File: src/rtl/fp_div_arbiter_pkg.sv
// fp_div_arbiter_pkg: fixed-point format and divider-sharing tag types
package fp_div_arbiter_pkg;
  localparam int FP_QINT = 16;
  localparam int FP_QFRAC = 16;
  localparam int FP_WIDTH = FP_QINT + FP_QFRAC;
  localparam int FP_DIV_LATENCY = 16;
  localparam int FP_DIV_MAX_REQ = 4;
  localparam int FP_DIV_TAG_W = $clog2(FP_DIV_MAX_REQ);
  typedef struct packed {
    logic v;
    logic [FP_DIV_TAG_W-1:0] tag;
  } div_tag_t;
endpackage

File: src/rtl/fp_div_arbiter_rr.sv
// rr_arbiter: combinational round-robin pick of the first request at/after the pointer
module rr_arbiter #(
  parameter int N = 4
) (
  input  logic [N-1:0]         req_i,
  input  logic [$clog2(N)-1:0] ptr_i,
  output logic [N-1:0]         gnt_o,
  output logic [$clog2(N)-1:0] idx_o,
  output logic [$clog2(N)-1:0] nxt_ptr_o,
  output logic                 any_o
);
  localparam int PW = $clog2(N);
  // Scan from farthest to nearest so the nearest requester wins the last write
  always_comb begin
    gnt_o = '0;
    idx_o = '0;
    any_o = 1'b0;
    for (int k = N - 1; k >= 0; k--) begin
      if (req_i[(int'(ptr_i) + k) % N]) begin
        gnt_o = '0;
        gnt_o[(int'(ptr_i) + k) % N] = 1'b1;
        idx_o = PW'((int'(ptr_i) + k) % N);
        any_o = 1'b1;
      end
    end
    nxt_ptr_o = any_o ? PW'((int'(idx_o) + 1) % N) : ptr_i;
  end
endmodule

File: src/rtl/fp_div_arbiter.sv
// fp_div_arbiter: round-robin sharing of one pipelined Q16.16 divider,
// with a tag pipe that routes each quotient back to its requester.
module fp_div_arbiter
  import fp_div_arbiter_pkg::*;
#(
  parameter int N_REQ   = FP_DIV_MAX_REQ,
  parameter int WIDTH   = FP_WIDTH,
  parameter int LATENCY = FP_DIV_LATENCY
) (
  input  logic                   clk,
  input  logic                   rst_n,
  input  logic [N_REQ-1:0]       req_valid,
  output logic [N_REQ-1:0]       req_ready,
  input  logic [N_REQ*WIDTH-1:0] req_num,
  input  logic [N_REQ*WIDTH-1:0] req_den,
  output logic [N_REQ-1:0]       resp_valid,
  output logic [WIDTH-1:0]       resp_q,
  output logic                   div_in_valid,
  output logic [WIDTH-1:0]       div_num,
  output logic [WIDTH-1:0]       div_den,
  input  logic                   div_out_valid,
  input  logic [WIDTH-1:0]       div_q,
  output logic                   err_sync
);
  localparam int PW = $clog2(N_REQ);
  logic [N_REQ-1:0] gnt;
  logic [PW-1:0] gnt_idx, ptr_q, ptr_d;
  logic gnt_any;
  logic in_valid_q;
  logic [WIDTH-1:0] num_q, den_q;
  logic [FP_DIV_TAG_W-1:0] tag_q;
  div_tag_t pipe_q [LATENCY];
  div_tag_t tag_out;
  logic [N_REQ-1:0] resp_valid_q, resp_valid_d;
  logic [WIDTH-1:0] resp_q_q;
  logic err_q;
  // Gating with rst_n keeps req_ready low while reset is held
  rr_arbiter #(.N(N_REQ)) u_rr (
    .req_i     (req_valid & {N_REQ{rst_n}}),
    .ptr_i     (ptr_q),
    .gnt_o     (gnt),
    .idx_o     (gnt_idx),
    .nxt_ptr_o (ptr_d),
    .any_o     (gnt_any)
  );
  always_comb begin
    tag_out = pipe_q[LATENCY-1];
    resp_valid_d = tag_out.v ? N_REQ'(1) << tag_out.tag : '0;
  end
  always_ff @(posedge clk or negedge rst_n) begin
    if (!rst_n) begin
      ptr_q <= '0;
      in_valid_q <= 1'b0;
      num_q <= '0;
      den_q <= '0;
      tag_q <= '0;
      for (int i = 0; i < LATENCY; i++) pipe_q[i] <= '0;
      resp_valid_q <= '0;
      resp_q_q <= '0;
      err_q <= 1'b0;
    end else begin
      ptr_q <= ptr_d;
      in_valid_q <= gnt_any;
      if (gnt_any) begin
        num_q <= req_num[gnt_idx*WIDTH +: WIDTH];
        den_q <= req_den[gnt_idx*WIDTH +: WIDTH];
        tag_q <= FP_DIV_TAG_W'(gnt_idx);
      end
      pipe_q[0] <= '{v: in_valid_q, tag: tag_q};
      for (int i = 1; i < LATENCY; i++) pipe_q[i] <= pipe_q[i-1];
      resp_valid_q <= resp_valid_d;
      if (tag_out.v) resp_q_q <= div_q;
      err_q <= err_q | (div_out_valid != tag_out.v);
    end
  end
  assign req_ready = gnt;
  assign div_in_valid = in_valid_q;
  assign div_num = num_q;
  assign div_den = den_q;
  assign resp_valid = resp_valid_q;
  assign resp_q = resp_q_q;
  assign err_sync = err_q;
endmodule

File: config.mk
export PLATFORM = sky130hd
export DESIGN_NAME = fp_div_arbiter
export DESIGN_NICKNAME = d
export VERILOG_FILES = /design/src/rtl/fp_div_arbiter_pkg.sv /design/src/rtl/fp_div_arbiter_rr.sv /design/src/rtl/fp_div_arbiter.sv
export SDC_FILE = /design/constraint.sdc
export NUM_CORES = 1
export LEC_CHECK = 0
export CAP_MARGIN = 25
export CORE_AREA = 2 2 157 159
export DETAILED_ROUTE_END_ITERATION = 10
export DIE_AREA = 0 0 159 161
export GPL_TIMING_DRIVEN = 0
export PLACE_DENSITY = 0.7
export SKIP_LAST_GASP = 1
export SLEW_MARGIN = 5
export SYNTH_ARGS = -nofsm -noshare
export SYNTH_HDL_FRONTEND = slang
export SYNTH_SLANG_ARGS = --single-unit
File: constraint.sdc
create_clock -name clk -period 5.1 [get_ports clk]
set_input_delay 1.02 -clock clk [delete_from_list [all_inputs] [get_ports clk]]
set_output_delay 1.02 -clock clk [all_outputs]
set_load 0.01 [all_outputs]
==> Implementation_results.wiki <==
{| class="wikitable"
! Metric !! Value
|-
| Cell at the root of the clock tree || clkbuf_16
|-
| Critical path launch point type || register
|-
| DRT antenna net count || 0
|-
| Number of design rule violations left after detail routing || 0
|-
| Post-synth net total || ~1000
|-
| Sink Count || about 150
|-
| Depth of the CTS H-tree || 4
|-
| Count of cell instances traversed by the critical path || 9
|-
| R2r startpoint || ptr_q[0]$_DFFE_PN0P_
|-
| Number of detailed-route iterations in the first pass || 5
|-
| Synth Area in Compound Gates || between 10% and 20%
|-
| Port Buf Inserts || 400
|-
| Row count || 57
|-
| FF+latch count, synth || 154
|-
| Final-layout worst hold slack || between 0.3 and 0.4 ns
|-
| Leading cell type in the layout, fill and taps excluded || clkdlybuf4s50_1
|-
| Xor/xnor share of the synthesized area || less than 1%
|-
| Clock latency on the worst-skew pair || between 0.4 and 0.5 ns
|-
| Leakage || 5.70 nW
|-
| Portion of the post-synthesis area used by sequential elements || around 47%
|-
| Hold WC Path Type || register to register
|-
| End of the worst register-to-register path || div_num[11]$_DFFE_PN0P_
|-
| Synth Cell Area || 0.00820 mm2
|-
| Adder-cell share of the synthesized area || less than 1%
|-
| Final count of pins violating max slew || 0
|-
| Via/cell ratio || between 5 and 6
|-
| Min cycle time layout || around 4.7 ns
|-
| Cts bufs inserted || 17
|-
| Most frequent cells in the layout || clkdlybuf4s50_1, dfrtp_1, mux2i_1, mux2_2, nand2_1
|-
| Run status || finished, final reports clean
|-
| Worst R2R Setup Slack || between 1 and 1.5 ns
|-
| Final Total Pwr || between 0.006 and 0.007 W
|-
| Core ar. || between 0.02 and 0.025 mm2
|-
| Post-Route Skew || about 0.018 ns
|-
| Count of inserted antenna diode cells || 0
|-
| Top area cells in the synthesized netlist || dfrtp_1, mux2i_1, mux2_2, o221ai_1, a22oi_1
|-
| Worst vdd rail ir drop || around 200 uV
|-
| Hold Fails Final Rpt || 0
|-
| Data arrival at the endpoint of the critical path || around 3.7 ns
|-
| Synth Area per Inst || roughly 11 um2
|-
| Antenna violations before repair || 0
|-
| Die Y || approximately 160 um
|-
| Gate family responsible for the most delay along the worst path || buffers and inverters
|-
| Worst setup path category || register to primary output
|-
| Hold path start || pipe_q[30]$_DFF_PN0_
|-
| Buffer count from post-CTS setup fixing || 0
|-
| Net count of the finished layout || 1435
|-
| Clock transition at the registers of the reported paths || approximately 0.07 ns
|-
| Via count of the first global-routing pass || ~8000
|-
| Type of element capturing the critical path || primary output
|-
| Worst path buffer plus inverter count || 3
|-
| Normalized max-slew margin || a little under three fifths
|-
| Setup-violating endpoint count in the final report || 0
|-
| Area growth, synth to finish || 62.1%
|-
| Area leader, netlist || dfrtp_1
|-
| Die area || approximately 0.026 mm2
|-
| Count of max-cap constraint violations || 0
|-
| Area share of and/or/nand/nor cells after synthesis || under 10%
|-
| Cells traversed along the worst timing path || buf_2, clkinv_1, ha_1, nand2b_1, o2bb2ai_4, nor2_1, a311o_1, a31oi_1, clkdlybuf4s50_1
|-
| Largest incremental delay on the critical path || 0.59 ns
|-
| Required time worst endpoint || around 4.1 ns
|-
| Maximum achievable frequency || roughly 210 MHz
|-
| Length in cells of the worst reg-to-reg path || 11
|-
| Final RePlAce weighted congestion || between 0.8 and 0.9
|-
| Capture endpoint of the worst hold path || pipe_q[27]$_DFF_PN0_
|-
| Share of the cycle needed by the critical path after routing || around 90%
|-
| Unrepaired setup endpoints after global routing || false
|-
| Post-DR wirelength/cell || 19.8 um
|-
| First-pass GRT wire length || 45.4 mm
|-
| CTS tree || done
|-
| Total Wirelength || approximately 30 mm
|-
| Highest net fanout along the worst path || 10
|-
| Count of unique library cells instantiated by Yosys || 40
|-
| GRT Resource Usage Total || between 20% and 30%
|-
| Pin count of the biggest net entering global routing || 93
|-
| Warning count from the yosys run || 0
|-
| Mux share of post-synthesis cell area || 27.2%
|-
| Mapped Cells || approximately 720
|-
| Number of cells on the worst hold path || 0
|-
| Highest-delay cell along the critical path || clkdlybuf4s50_1
|-
| Measured slew at the worst slew-check pin || slightly below 0.7 ns
|-
| Area fraction of the dominant cell type after synthesis || between 40% and 50%
|-
| Cell Pwr Density || roughly 500 mW/mm2
|-
| Half-perimeter wire length of the detailed placement result || between 20 and 25 mm
|-
| Initial core utilization || 34.2%
|-
| Violation count after the first detailed-route iteration || around 400
|-
| Horiz. Die Dim || ~160 um
|-
| Max clock buf depth || 2
|-
| Share of post-route cells with drive strength above 1 || roughly an eighth
|-
| Filler Cells Inserted || 2149
|-
| Remaining global-route overflow || 0
|-
| I/O pin count || between 400 and 500
|-
| Number of hold buffers added after cts || 0
|-
| Number of vias after detailed routing || around 7600
|-
| Combinational family with the most area after synthesis || multiplexers
|}
## sequential cells by signal, indices dropped and copies added, names as in the netlist
signal / count
div_in_valid: 1
resp_q: 32
ptr_q: 2
div_den: 32
tag_q: 2
resp_valid: 4
err_sync: 1
pipe_q: 48
div_num: 32
## cell usage after synthesis
master       n
mux2_2      96
and3_1       2
o21a_1       3
clkbuf_1    41
buf_6        1
mux2_4       1
buf_1        1
and2_1       1
nor3b_1      1
o22a_1       1
xnor2_1      1
o211ai_1    43
nand2b_1     4
mux4_2       1
buf_4        2
a211oi_1     1
o221ai_1    43
a21oi_1      5
mux2i_1    110
o22ai_1      1
a221oi_1     4
a221oi_4     1
a31oi_1      2
buf_2       14
nor3_1       2
nand2_1     78
a22oi_1     44
ha_1         4
o2bb2ai_2    1
nand3_1     26
inv_1        3
a21boi_1     1
a22o_1       1
a311o_1      2
mux2i_2      1
a21o_1       2
clkinv_1     1
dfrtp_1    154
nor2_1      13
o21ai_0      3
## cell type report
type                            count  area [um2]  area share (%)
Clock buffer                       17         425            3.20
Tap cell                          324         405            3.05
Buffer                             58         250            1.88
Multi-Input combinational cell    499        4090            30.8
Inverter                            4        15.0           0.113
Sequential cell                   154        3850            29.0
Timing Repair Buffer              402        4040            30.4
Clock inverter                     15         209            1.57
## worst reg2reg max path: stages, from the launching register on
cell	delay [ns]
dfrtp_1	0.45
buf_2	0.28
clkinv_1	0.26
ha_1	0.48
nand2b_1	0.22
o2bb2ai_4	0.27
a221oi_4	0.18
mux2i_2	0.48
buf_4	0.38
buf_4	0.26
mux2i_1	0.28
o211ai_1	0.12
## routing by layer
| layer | global-route usage [%] | wire [um] | vias to the layer above |
|---|---|---|---|
| met2 | 39.9 | 14600 | 346 |
| met3 | 6.09 | 2060 | 34 |
| li1 | - | - | 3577 |
| met4 | 6.65 | 580 | 0 |
| met1 | 27.4 | 11900 | 3691 |
| met5 | 0 | 0 | - |
## power by group
group          internal, W  switching [W]  total, W
clock network     0.000678       0.000635   0.00131
registers          0.00167       0.000238   0.00191
logic              0.00171        0.00164   0.00334
total              0.00406        0.00251   0.00657
## repair_timing
action,in CTS,in global routing
hold endpoints to repair,0,0
gates resized for setup,0,1
setup endpoints to repair,0,2
## worst max path at each step
stage	startpoint	to	slack, ns
after global placement	rst_n	req_ready[1]	-5.24
after global routing	ptr_q[0]$_DFFE_PN0P_	req_ready[0]	0.07
after floorplan	ptr_q[0]$_DFFE_PN0P_	req_ready[0]	1.57
final	ptr_q[0]$_DFFE_PN0P_	req_ready[0]	0.39
after detailed placement	rst_n	req_ready[0]	0.56
after CTS	ptr_q[0]$_DFFE_PN0P_	req_ready[0]	0.15
## stage by stage
stage          cells  worst slack [ns]  utilization (%)  TNS [ns]  instance area (um2)
2_1_floorplan    716              1.57                -         0                 8200
3_3_place_gp    1440             -5.24             52.6   -885.54                12600
3_5_place_dp    1442             0.563             52.8         0                12700
4_1_cts         1474             0.148             55.4         0                13300
5_1_grt         1473            0.0731             55.5         0                13300
6_report        1473             0.391             55.5         0                13300
## logic make-up (layout without fill, tap and decap cells)
kind of cell	Yosys count	in the layout
buffers and inverters	63	496
AND/OR/NAND/NOR	127	127
flip-flops	154	154
AO/OA/AOI/OAI	158	158
adder cells (fa/ha/maj)	4	4
multiplexers	209	209
XOR/XNOR	1	1
Power figures use the tool's default switching activity.
